--- src/rtl/core_pkg.sv ---
// Shared core types: the dispatch uop carried from Dispatch into the issue queues.
package CORE_PKG;
    localparam int TAG_W = 7;

    typedef struct packed {
        logic [TAG_W-1:0] prs1;
        logic             prs1_rdy;
        logic [TAG_W-1:0] prs2;
        logic             prs2_rdy;
        logic [TAG_W-1:0] prd;
    } DispUOP;
endpackage

--- src/rtl/wakeup_select_queue_if.sv ---
// Dispatch and issue bus of the wakeup/select queue; master is Dispatch, slave is the queue.
interface wakeup_select_queue_if #(
    parameter int NUM_FUS  = 4,
    parameter int NUM_COLS = 4
);
    localparam int IDX_W = (NUM_FUS > 1) ? $clog2(NUM_FUS) : 1;
    localparam int COL_W = (NUM_COLS > 1) ? $clog2(NUM_COLS) : 1;

    logic                              disp_valid;
    CORE_PKG::DispUOP                  disp_uop;
    logic [IDX_W-1:0]                  payload_ram_index;
    logic [NUM_FUS-1:0]                disp_full;
    logic                              flush;
    logic [NUM_FUS-1:0]                iss_valid;
    CORE_PKG::DispUOP [NUM_FUS-1:0]    iss_uop;
    logic [NUM_FUS-1:0][COL_W-1:0]     iss_col;

    modport master (
        output disp_valid, disp_uop, payload_ram_index, flush,
        input  disp_full, iss_valid, iss_uop, iss_col
    );

    modport slave (
        input  disp_valid, disp_uop, payload_ram_index, flush,
        output disp_full, iss_valid, iss_uop, iss_col
    );
endinterface

--- src/rtl/wakeup_select_queue.sv ---
// Per-FU issue queue rows with tag wakeup, one select per row and a registered issue stage.
// Define SELECT_OLDEST_EN to select the oldest ready entry instead of the lowest column.
module wakeup_select_queue #(
    parameter int NUM_FUS  = 4,
    parameter int NUM_COLS = 4,
    parameter int TAG_W    = CORE_PKG::TAG_W
) (
    input logic                  clk,
    input logic                  rst,
    wakeup_select_queue_if.slave bus
);
    import CORE_PKG::DispUOP;

    localparam int COL_W = (NUM_COLS > 1) ? $clog2(NUM_COLS) : 1;

    typedef enum logic [1:0] {
        E_FREE = 2'd0,
        E_WAIT = 2'd1,
        E_RDY  = 2'd2
    } entry_state_t;

    entry_state_t                  state_r   [NUM_FUS][NUM_COLS];
    entry_state_t                  state_s   [NUM_FUS][NUM_COLS];
    DispUOP                        payload_r [NUM_FUS][NUM_COLS];
    DispUOP                        payload_s [NUM_FUS][NUM_COLS];

    logic [NUM_FUS-1:0]            sel_found_s;
    logic [NUM_FUS-1:0][COL_W-1:0] sel_col_s;
    logic [NUM_FUS-1:0][TAG_W-1:0] bcast_tag_s;
    logic [NUM_FUS-1:0]            full_s;
    logic                          accept_s;
    logic [COL_W-1:0]              disp_col_s;
    DispUOP                        disp_wr_s;

    logic [NUM_FUS-1:0]            iss_valid_r;
    DispUOP [NUM_FUS-1:0]          iss_uop_r;
    logic [NUM_FUS-1:0][COL_W-1:0] iss_col_r;
    logic [NUM_FUS-1:0]            disp_full_r;

`ifdef SELECT_OLDEST_EN
    localparam int AGE_W = COL_W + 1;

    logic [AGE_W-1:0] age_r     [NUM_FUS][NUM_COLS];
    logic [AGE_W-1:0] age_cnt_r [NUM_FUS];

    // Wrap-aware: a is older than b when b is ahead of a by less than half the stamp range.
    function automatic logic older(input logic [AGE_W-1:0] a, input logic [AGE_W-1:0] b);
        logic [AGE_W-1:0] d;
        d = b - a;
        return (d != {AGE_W{1'b0}}) && !d[AGE_W-1];
    endfunction
`endif

    function automatic logic tag_hit(input logic [TAG_W-1:0]              tag,
                                     input logic [NUM_FUS-1:0]            vld,
                                     input logic [NUM_FUS-1:0][TAG_W-1:0] tags);
        logic hit;
        hit = 1'b0;
        for (int i = 0; i < NUM_FUS; i++) begin
            hit = hit | (vld[i] & (tags[i] == tag));
        end
        return hit;
    endfunction

    assign bus.iss_valid = iss_valid_r;
    assign bus.iss_uop   = iss_uop_r;
    assign bus.iss_col   = iss_col_r;
    assign bus.disp_full = disp_full_r;

    // Per-row select among RDY entries; the selected prd is that row's wakeup broadcast.
    always_comb begin
        sel_found_s = '0;
        sel_col_s   = '0;
        bcast_tag_s = '0;
        for (int f = 0; f < NUM_FUS; f++) begin
            for (int c = 0; c < NUM_COLS; c++) begin
                if (state_r[f][c] == E_RDY) begin
`ifdef SELECT_OLDEST_EN
                    if (!sel_found_s[f] || older(age_r[f][c], age_r[f][sel_col_s[f]])) begin
`else
                    if (!sel_found_s[f]) begin
`endif
                        sel_found_s[f] = 1'b1;
                        sel_col_s[f]   = COL_W'(c);
                    end else begin
                        sel_col_s[f]   = sel_col_s[f];
                    end
                end else begin
                    sel_col_s[f] = sel_col_s[f];
                end
            end
            bcast_tag_s[f] = payload_r[f][sel_col_s[f]].prd;
        end
    end

    // Dispatch target and bypassed write data; a column freed this cycle is not reused yet.
    always_comb begin
        disp_col_s = '0;
        for (int c = NUM_COLS - 1; c >= 0; c--) begin
            if (state_r[bus.payload_ram_index][c] == E_FREE) begin
                disp_col_s = COL_W'(c);
            end else begin
                disp_col_s = disp_col_s;
            end
        end
        accept_s           = bus.disp_valid & ~disp_full_r[bus.payload_ram_index];
        disp_wr_s          = bus.disp_uop;
        disp_wr_s.prs1_rdy = bus.disp_uop.prs1_rdy |
                             tag_hit(bus.disp_uop.prs1, sel_found_s, bcast_tag_s);
        disp_wr_s.prs2_rdy = bus.disp_uop.prs2_rdy |
                             tag_hit(bus.disp_uop.prs2, sel_found_s, bcast_tag_s);
    end

    // Entry next state: selected entries free, waiting sources wake, dispatch writes.
    always_comb begin
        state_s   = state_r;
        payload_s = payload_r;
        full_s    = '1;
        for (int f = 0; f < NUM_FUS; f++) begin
            for (int c = 0; c < NUM_COLS; c++) begin
                case (state_r[f][c])
                    E_RDY: begin
                        if (sel_found_s[f] && (sel_col_s[f] == COL_W'(c))) begin
                            state_s[f][c] = E_FREE;
                        end else begin
                            state_s[f][c] = E_RDY;
                        end
                    end
                    E_WAIT: begin
                        payload_s[f][c].prs1_rdy = payload_r[f][c].prs1_rdy |
                            tag_hit(payload_r[f][c].prs1, sel_found_s, bcast_tag_s);
                        payload_s[f][c].prs2_rdy = payload_r[f][c].prs2_rdy |
                            tag_hit(payload_r[f][c].prs2, sel_found_s, bcast_tag_s);
                        state_s[f][c] = (payload_s[f][c].prs1_rdy && payload_s[f][c].prs2_rdy)
                                        ? E_RDY : E_WAIT;
                    end
                    E_FREE:  state_s[f][c] = E_FREE;
                    default: state_s[f][c] = E_FREE;
                endcase
            end
        end
        if (accept_s) begin
            payload_s[bus.payload_ram_index][disp_col_s] = disp_wr_s;
            state_s[bus.payload_ram_index][disp_col_s]   =
                (disp_wr_s.prs1_rdy && disp_wr_s.prs2_rdy) ? E_RDY : E_WAIT;
        end else begin
            state_s[bus.payload_ram_index][disp_col_s] = state_s[bus.payload_ram_index][disp_col_s];
        end
        for (int f = 0; f < NUM_FUS; f++) begin
            for (int c = 0; c < NUM_COLS; c++) begin
                full_s[f] = full_s[f] & (state_s[f][c] != E_FREE);
            end
        end
    end

    // Entry state and issue/full registers; reset and flush both empty the queue.
    always_ff @(posedge clk) begin
        if (rst || bus.flush) begin
            for (int f = 0; f < NUM_FUS; f++) begin
                for (int c = 0; c < NUM_COLS; c++) begin
                    state_r[f][c] <= E_FREE;
                end
            end
            iss_valid_r <= '0;
            iss_uop_r   <= '0;
            iss_col_r   <= '0;
            disp_full_r <= '0;
        end else begin
            state_r     <= state_s;
            iss_valid_r <= sel_found_s;
            for (int f = 0; f < NUM_FUS; f++) begin
                iss_uop_r[f] <= sel_found_s[f] ? payload_r[f][sel_col_s[f]] : '0;
            end
            iss_col_r   <= sel_col_s;
            disp_full_r <= full_s;
        end
    end

    // Payload storage is only meaningful under a non-FREE state, so it carries no reset.
    always_ff @(posedge clk) begin
        payload_r <= payload_s;
    end

`ifdef SELECT_OLDEST_EN
    // Stamp each accepted dispatch from its row's wrapping counter.
    always_ff @(posedge clk) begin
        if (rst || bus.flush) begin
            for (int f = 0; f < NUM_FUS; f++) begin
                age_cnt_r[f] <= '0;
                for (int c = 0; c < NUM_COLS; c++) begin
                    age_r[f][c] <= '0;
                end
            end
        end else if (accept_s) begin
            age_r[bus.payload_ram_index][disp_col_s] <= age_cnt_r[bus.payload_ram_index];
            age_cnt_r[bus.payload_ram_index] <= age_cnt_r[bus.payload_ram_index] + AGE_W'(1);
        end else begin
            age_cnt_r <= age_cnt_r;
        end
    end
`endif

endmodule
--- src/flat_wrapper.sv ---
// flat-port wrapper written by rule: the top's interface ports become plain ports
module wakeup_select_queue_flat import CORE_PKG::DispUOP;
#(
    parameter int NUM_FUS  = 4,
    parameter int NUM_COLS = 4,
    parameter int TAG_W    = CORE_PKG::TAG_W
)
  (clk, rst, bus_disp_valid, bus_disp_uop, bus_payload_ram_index, bus_flush, bus_disp_full, bus_iss_valid, bus_iss_uop, bus_iss_col);
  wakeup_select_queue_if #(.NUM_FUS(NUM_FUS), .NUM_COLS(NUM_COLS)) bus_i ();
  input logic clk;
  input logic rst;
  input wire logic [$bits(bus_i.disp_valid)-1:0] bus_disp_valid;
  input wire logic [$bits(bus_i.disp_uop)-1:0] bus_disp_uop;
  input wire logic [$bits(bus_i.payload_ram_index)-1:0] bus_payload_ram_index;
  input wire logic [$bits(bus_i.flush)-1:0] bus_flush;
  output wire logic [$bits(bus_i.disp_full)-1:0] bus_disp_full;
  output wire logic [$bits(bus_i.iss_valid)-1:0] bus_iss_valid;
  output wire logic [$bits(bus_i.iss_uop)-1:0] bus_iss_uop;
  output wire logic [$bits(bus_i.iss_col)-1:0] bus_iss_col;
  assign bus_i.disp_valid = bus_disp_valid;
  assign bus_i.disp_uop = bus_disp_uop;
  assign bus_i.payload_ram_index = bus_payload_ram_index;
  assign bus_i.flush = bus_flush;
  assign bus_disp_full = bus_i.disp_full;
  assign bus_iss_valid = bus_i.iss_valid;
  assign bus_iss_uop = bus_i.iss_uop;
  assign bus_iss_col = bus_i.iss_col;
  wakeup_select_queue #(.NUM_FUS(NUM_FUS), .NUM_COLS(NUM_COLS), .TAG_W(TAG_W)) u_core (.clk(clk), .rst(rst), .bus(bus_i));
endmodule
--- config.mk ---
export PLATFORM = sky130hd
export DESIGN_NAME = wakeup_select_queue_flat
export DESIGN_NICKNAME = d
export VERILOG_FILES = /design/src/rtl/core_pkg.sv /design/src/rtl/wakeup_select_queue_if.sv /design/src/rtl/wakeup_select_queue.sv /design/src/flat_wrapper.sv
export SDC_FILE = /design/constraint.sdc
export NUM_CORES = 1
export LEC_CHECK = 0
export BUFFER_PORTS_ARGS = -buffer_cell sky130_fd_sc_hd__buf_2
export CORE_MARGIN = 2
export CORE_UTILIZATION = 40
export DETAILED_ROUTE_END_ITERATION = 8
export MAX_ROUTING_LAYER = met4
export SKIP_CTS_REPAIR_TIMING = 1
export SLEW_MARGIN = 40
export SYNTH_ARGS = -nofsm -noshare
export SYNTH_HDL_FRONTEND = slang
export SYNTH_SLANG_ARGS = --single-unit
--- constraint.sdc ---
create_clock -name clk -period 10.3 [get_ports clk]
set_input_delay 1.03 -clock clk [delete_from_list [all_inputs] [get_ports clk]]
set_output_delay 1.03 -clock clk [all_outputs]
set_load 0.02 [all_outputs]
==> qor.yml, run 1 <==
status:
  status: "complete, no violations"
clocking:
  path_clk_slew_ns: 0.06
  cts-buffers-inserted: 58
  cts_tree: "yes"
  cts-root-buf: "clkbuf_16"
  clk_latency_ns: 0.64
  clockBufferDepth: 3
  cts_sinks: 508
  h-tree-depth: 2
setup_path:
  endpoint_kind: "flip-flop"
  r2r_cells: 18
  worstReg2RegEnd: "u_core.bus.disp_full[3]"
  path_max_fanout: 32
  r2r_slack_ns: 4.35
  startpoint_type: "flip-flop"
  r2r-start: "u_core.state_r[18]"
  required_ns: 10.82
  critPathKind: "reg2reg"
  cp.arrival_ns: 6.47
logic_synthesis:
  syn_nets: 3217
  synth-seq-area-share_pct: 41.2
  syn-instance-count: 3156
  yosysWarnings: 0
  netlist_area_mm2: 0.0329
  syn_avg_cell_area_um2: 10.4
  ys_ff_latch: 508
  synthFlopType: "edfxtp_1"
  synth_commonest_cells: "xnor2_1 (827), edfxtp_1 (336), nor4_1 (247), nand2_1 (183), clkbuf_1 (182)"
  synth_cell_types: 79
  netlist.area_leader.share_pct: 30.7
  yosys.area.top_type: "edfxtp_1"
  synth-edff-count: 336
  ys_async_sr_fraction_pct: 0
  synthTopCellsByArea: "edfxtp_1 (31%), xnor2_1 (22%), dfxtp_1 (10%)"
  yosysMostFrequentCell: "xnor2_1"
floorplanning:
  coreArea_mm2: 0.0817
  dieArea_mm2: 0.0845
  die_h_um: 291
  start_util_pct: 40.2
  dieWidth_um: 291
  rows: 105
  ios: 137
pwr:
  p_sw_share_pct: 24.9
  leakage_nw: 11.1
  power.total_mw: 4.76
  power.switching_mw: 1.19
  ir_drop_v: 0.000116
  seqPwrFrac_pct: 46.6
  p_int_mw: 3.57
  clock_power_share_pct: 45.4
  powerDensity_mw_per_mm2: 134
  power_frac_comb_pct: 8.0
route:
  viasPerCell: 5.99
  route.vias.total: 24810
  postRouteAntennaNets: 0
  drc: 0
  first_pass_iters: 6
  wl_per_cell_um: 28.1
  drt_iter0_drc: 3422
  wl_mm: 116
timing:
  setup_viol: 0
  fin_ws_ns: 4.35
  clock.fmax_mhz: 168
  relSlewSlack_pct: 37.4
  finalHoldViolations: 0
  maxSlewViolCount: 0
  min_period_ns: 5.95
  fin_crit_sh_pct: 57.8
  tightest_slew_ns: 0.939
  rsz0062_at_grt: "false"
  fin_skew_ns: 0.0280
  setup_tns_ns: 0
place:
  port_buffers: 136
  pre_cts_slack_ns: 4.57
  place_congestion: 0.946
  dpl.hpwl_mm: 73.2
  place_area_mm2: 0.0335
worst_hold_path:
  holdCritStartpoint: "u_core.payload_r[329]"
  holdPathStages: 2
  min_path_type: "reg2reg"
  holdPathEnd: "u_core.payload_r[329]"
final_layout:
  layout-drive-gt1-share_pct: 14.5
  fin_nets: 3081
  area_growth_pct: 8.10
  postLayoutCellArea_mm2: 0.0355
global_routing:
  grt_pass1_wl_mm: 167
  grt_usage_pct: 27.5
  grt-ovfl-total: 0
  grt_antenna_before_repair: 4
  grt_max_degree: 37
  grt_pass1_vias: 23621
flow_run:
  maxCapViolations: 0
==> cell usage in the layout (no fill, tap or decap), types with 8 or more instances in the layout <==
cell type,count
ha_1,32
and2_1,82
nor4_1,243
nand3_1,20
nor2b_1,11
buf_4,67
a221oi_4,21
dfxtp_1,172
nand3b_1,36
nor2_1,104
a31oi_1,9
buf_2,137
nor2_2,12
nor3_1,36
edfxtp_1,336
inv_6,8
mux4_2,65
nand2_1,183
xnor2_1,827
inv_1,47
a22oi_1,10
xor2_1,118
nand2b_1,17
nand4_1,52
a21oi_1,99
o21ai_0,62
clkbuf_16,62
==> how the worst max path moves through the flow <==
stage	start	end	cells past startpoint
2_1_floorplan	bus_payload_ram_index[0]	u_core.payload_r[30]	7
3_3_place_gp	u_core.state_r[27]	u_core.bus.disp_full[1]	16
3_5_place_dp	u_core.state_r[18]	u_core.bus.disp_full[3]	18
4_1_cts	u_core.state_r[18]	u_core.bus.disp_full[3]	18
5_1_grt	u_core.state_r[18]	u_core.bus.disp_full[3]	18
6_report	u_core.state_r[18]	u_core.bus.disp_full[3]	18
==> routing by layer <==
layer | up-vias | track usage, % | share of wire (%)
met5 | - | - | 0
met3 | 373 | 5.90 | 11
met4 | 0 | 12.2 | 5.2
met1 | 12153 | 36.3 | 41
met2 | 1693 | 40.5 | 43
li1 | 10591 | - | -
==> layout make-up <==
class	instances	area, µm²
Antenna cell	4	10.0
Clock buffer	71	1610
Clock inverter	37	378
Fill cell	7727	46200
Inverter	47	176
Multi-Input combinational cell	2200	17300
Sequential cell	508	13500
Tap cell	1070	1340
Timing Repair Buffer	205	1200
==> per-stage QoR <==
stage               hold WS (ns)  utilization [%]  cells
global placement           0.520             41.0   4028
global route               0.595             43.5   4142
floorplan                  0.483                -   3156
finish                     0.558             43.5   4142
detailed placement         0.545             41.0   4028
CTS                        0.554             43.5   4136
==> worst max-delay path: stages (launching register included) <==
cell and delay, ns:
dfxtp_1 0.31, inv_1 0.07, ha_1 0.67, nor3_1 0.09
or2_0 0.22, buf_4 0.20, a221oi_4 0.45, buf_4 0.73
xnor2_1 0.19, nor4_1 0.07, a21oi_1 0.20, nand4_1 0.41
a31oi_1 0.50, o2111ai_1 0.20, nor3_1 0.49, a31oi_4 0.31
mux2_2 0.35, and2_1 0.16, o21a_1 0.16
==> cell families (layout without fill, tap and decap cells) <==
kind of cell	after synthesis	in the layout	share of synthesized area (%)
muxes	74	74	4.73
buffers and inverters	448	360	7.33
AOI/OAI and AO/OA	275	275	5.73
DFF	508	508	41.2
other	0	4	0
adders and majority gates	32	32	1.22
xor gates and xnor gates	945	945	25.2
and+or+nand+nor	874	874	14.6
==> sequential cells by signal (all words and copies together) (netlist names) <==
| signal | cells |
|---|---|
| u_core.payload_r | 368 |
| u_core.bus.iss_uop | 92 |
| u_core.state_r | 32 |
| u_core.bus.iss_col | 8 |
| u_core.bus.disp_full | 4 |
| u_core.bus.iss_valid | 4 |
==> power groups by stage <==
stage / combinational [mW] / sequential, mW / clock [mW]
3_5_place_dp: 0.372 / 2.26 / 0
3_3_place_gp: 0.367 / 2.26 / 0
5_1_grt: 0.398 / 2.22 / 2.28
2_1_floorplan: 0.270 / 2.24 / 0
4_1_cts: 0.373 / 2.22 / 2.20
6_report: 0.381 / 2.22 / 2.16
No activity file was read; power rests on OpenSTA's default activity.
==> inputs of run 2 (changes only) <==
==> constraint.sdc (replaced) <==
create_clock -name clk -period 5.9 [get_ports clk]
set_input_delay 0.59 -clock clk [delete_from_list [all_inputs] [get_ports clk]]
set_output_delay 0.59 -clock clk [all_outputs]
set_load 0.02 [all_outputs]
==> qor.yml, run 2 (synthesis results as in run 1) <==
status:
  status: "complete, no violations"
route:
  first_pass_iters: 5
  route.vias.total: 24817
  wl_mm: 118
  viasPerCell: 5.95
  drc: 0
  drt_iter0_drc: 3223
  postRouteAntennaNets: 0
  wl_per_cell_um: 28.3
setup_path:
  startpoint_type: "flip-flop"
  critPathKind: "reg2reg"
  cp.arrival_ns: 5.96
  path_max_fanout: 20
  r2r_cells: 17
  endpoint_kind: "flip-flop"
  required_ns: 6.43
clocking:
  cts-root-buf: "clkbuf_16"
  path_clk_slew_ns: 0.07
  h-tree-depth: 2
  clockBufferDepth: 3
  cts_tree: "yes"
  clk_latency_ns: 0.67
  cts-buffers-inserted: 56
  cts_sinks: 508
final_layout:
  area_growth_pct: 9.68
  layout-drive-gt1-share_pct: 15.1
  final_cell_mix: "xnor2_1 (827), edfxtp_1 (336), nor4_1 (244), nand2_1 (183), dfxtp_1 (172)"
  layout_commonest_cell: "xnor2_1"
  fin_nets: 3110
  register_area_mm2: 0.0135
  nFillCells: 7624
  postLayoutCellArea_mm2: 0.0361
  largest_reg_flops: 368
  largest_register: "u_core.payload_r"
  multiInputGateArea_mm2: 0.0173
  instances_no_fill: 4174
  postLayoutCoreUtil_pct: 44.1
timing:
  fin_skew_ns: 0.0425
  fin_crit_sh_pct: 92.1
  tightest_slew_ns: 0.931
  min_period_ns: 5.43
  rsz0062_at_grt: "false"
  maxSlewViolCount: 0
  setup_viol: 0
  finalHoldViolations: 0
  whs_ns: 0.394
  setup_tns_ns: 0
  relSlewSlack_pct: 37.9
  clock.fmax_mhz: 184
  fin_ws_ns: 0.468
global_routing:
  grt-ovfl-total: 0
  grt_pass1_wl_mm: 172
  grt_max_degree: 37
  grt_usage_pct: 28.2
  grt_pass1_vias: 24071
  grt_antenna_before_repair: 6
pwr:
  ir_drop_v: 0.000217
  leakage_nw: 11.3
  powerDensity_mw_per_mm2: 225
  power.total_mw: 8.13
place:
  place_congestion: 0.988
  port_buffers: 136
  dpl.hpwl_mm: 76.6
  dp_cells: 4060
  pre_cts_slack_ns: 0.615
  place_area_mm2: 0.0342
floorplanning:
  rows: 105
  ios: 137
  dieWidth_um: 291
  start_util_pct: 40.2
  die_h_um: 291
  coreArea_mm2: 0.0817
  dieArea_mm2: 0.0845
worst_hold_path:
  holdPathStages: 1
  min_path_type: "in2reg"
flow_run:
  maxCapViolations: 0
==> run 2: cell types whose count changed in the layout (fill, tap and decap cells not counted), sizes merged <==
cell	previous run	this run
diode	4	7
bufinv	5	4
clkbuf	71	68
clkinv	18	24
inv	57	53
buf	205	236
==> run 2: critical path: stages, from the launching register on <==
cell       delay [ns]
dfxtp_1          0.32
inv_1            0.08
ha_1             0.59
or2_2            0.49
a21oi_1          0.18
nor2_4           0.71
buf_12           0.28
xnor2_1          0.13
nor4_1           0.07
nand2_1          0.08
nand4_1          0.30
a31oi_1          0.36
o2111ai_1        0.21
nor3_1           0.47
a31oi_4          0.32
mux2_2           0.35
and2_1           0.16
o21a_1           0.17
==> run 2: area by class of cell <==
class                      count  share of cell area [%]
inverter                      47                   0.489
sequential                   508                    37.5
tap                         1070                    3.71
antenna                        7                  0.0486
multi-input combinational   2200                    48.0
timing repair buffer         236                    5.12
clock buffer                  68                    4.18
clock inverter                38                   0.947
==> run 2: path summary, 6_finish.rpt <==
kind                               from                 endpoint  slack, ns
hold / removal          bus_disp_uop[1]    u_core.payload_r[323]       0.39
hold reg to reg   u_core.payload_r[329]    u_core.payload_r[329]       0.55
setup reg to reg      u_core.state_r[6]  u_core.bus.disp_full[3]       0.47
setup / recovery      u_core.state_r[6]  u_core.bus.disp_full[3]       0.47
==> run 2: where the power goes <==
part	internal [mW]	total, mW	switching [mW]
logic	0.257	0.701	0.444
clock network	2.01	3.56	1.55
registers	3.83	3.87	0.0478
==> run 2: routing by layer <==
layer / routed length [µm] / vias up / track usage [%]
li1: - / 10649 / -
met1: 48700 / 12130 / 37.6
met2: 50600 / 1633 / 40.7
met3: 12000 / 405 / 5.15
met4: 6980 / 0 / 14.8
met5: 0 / - / -
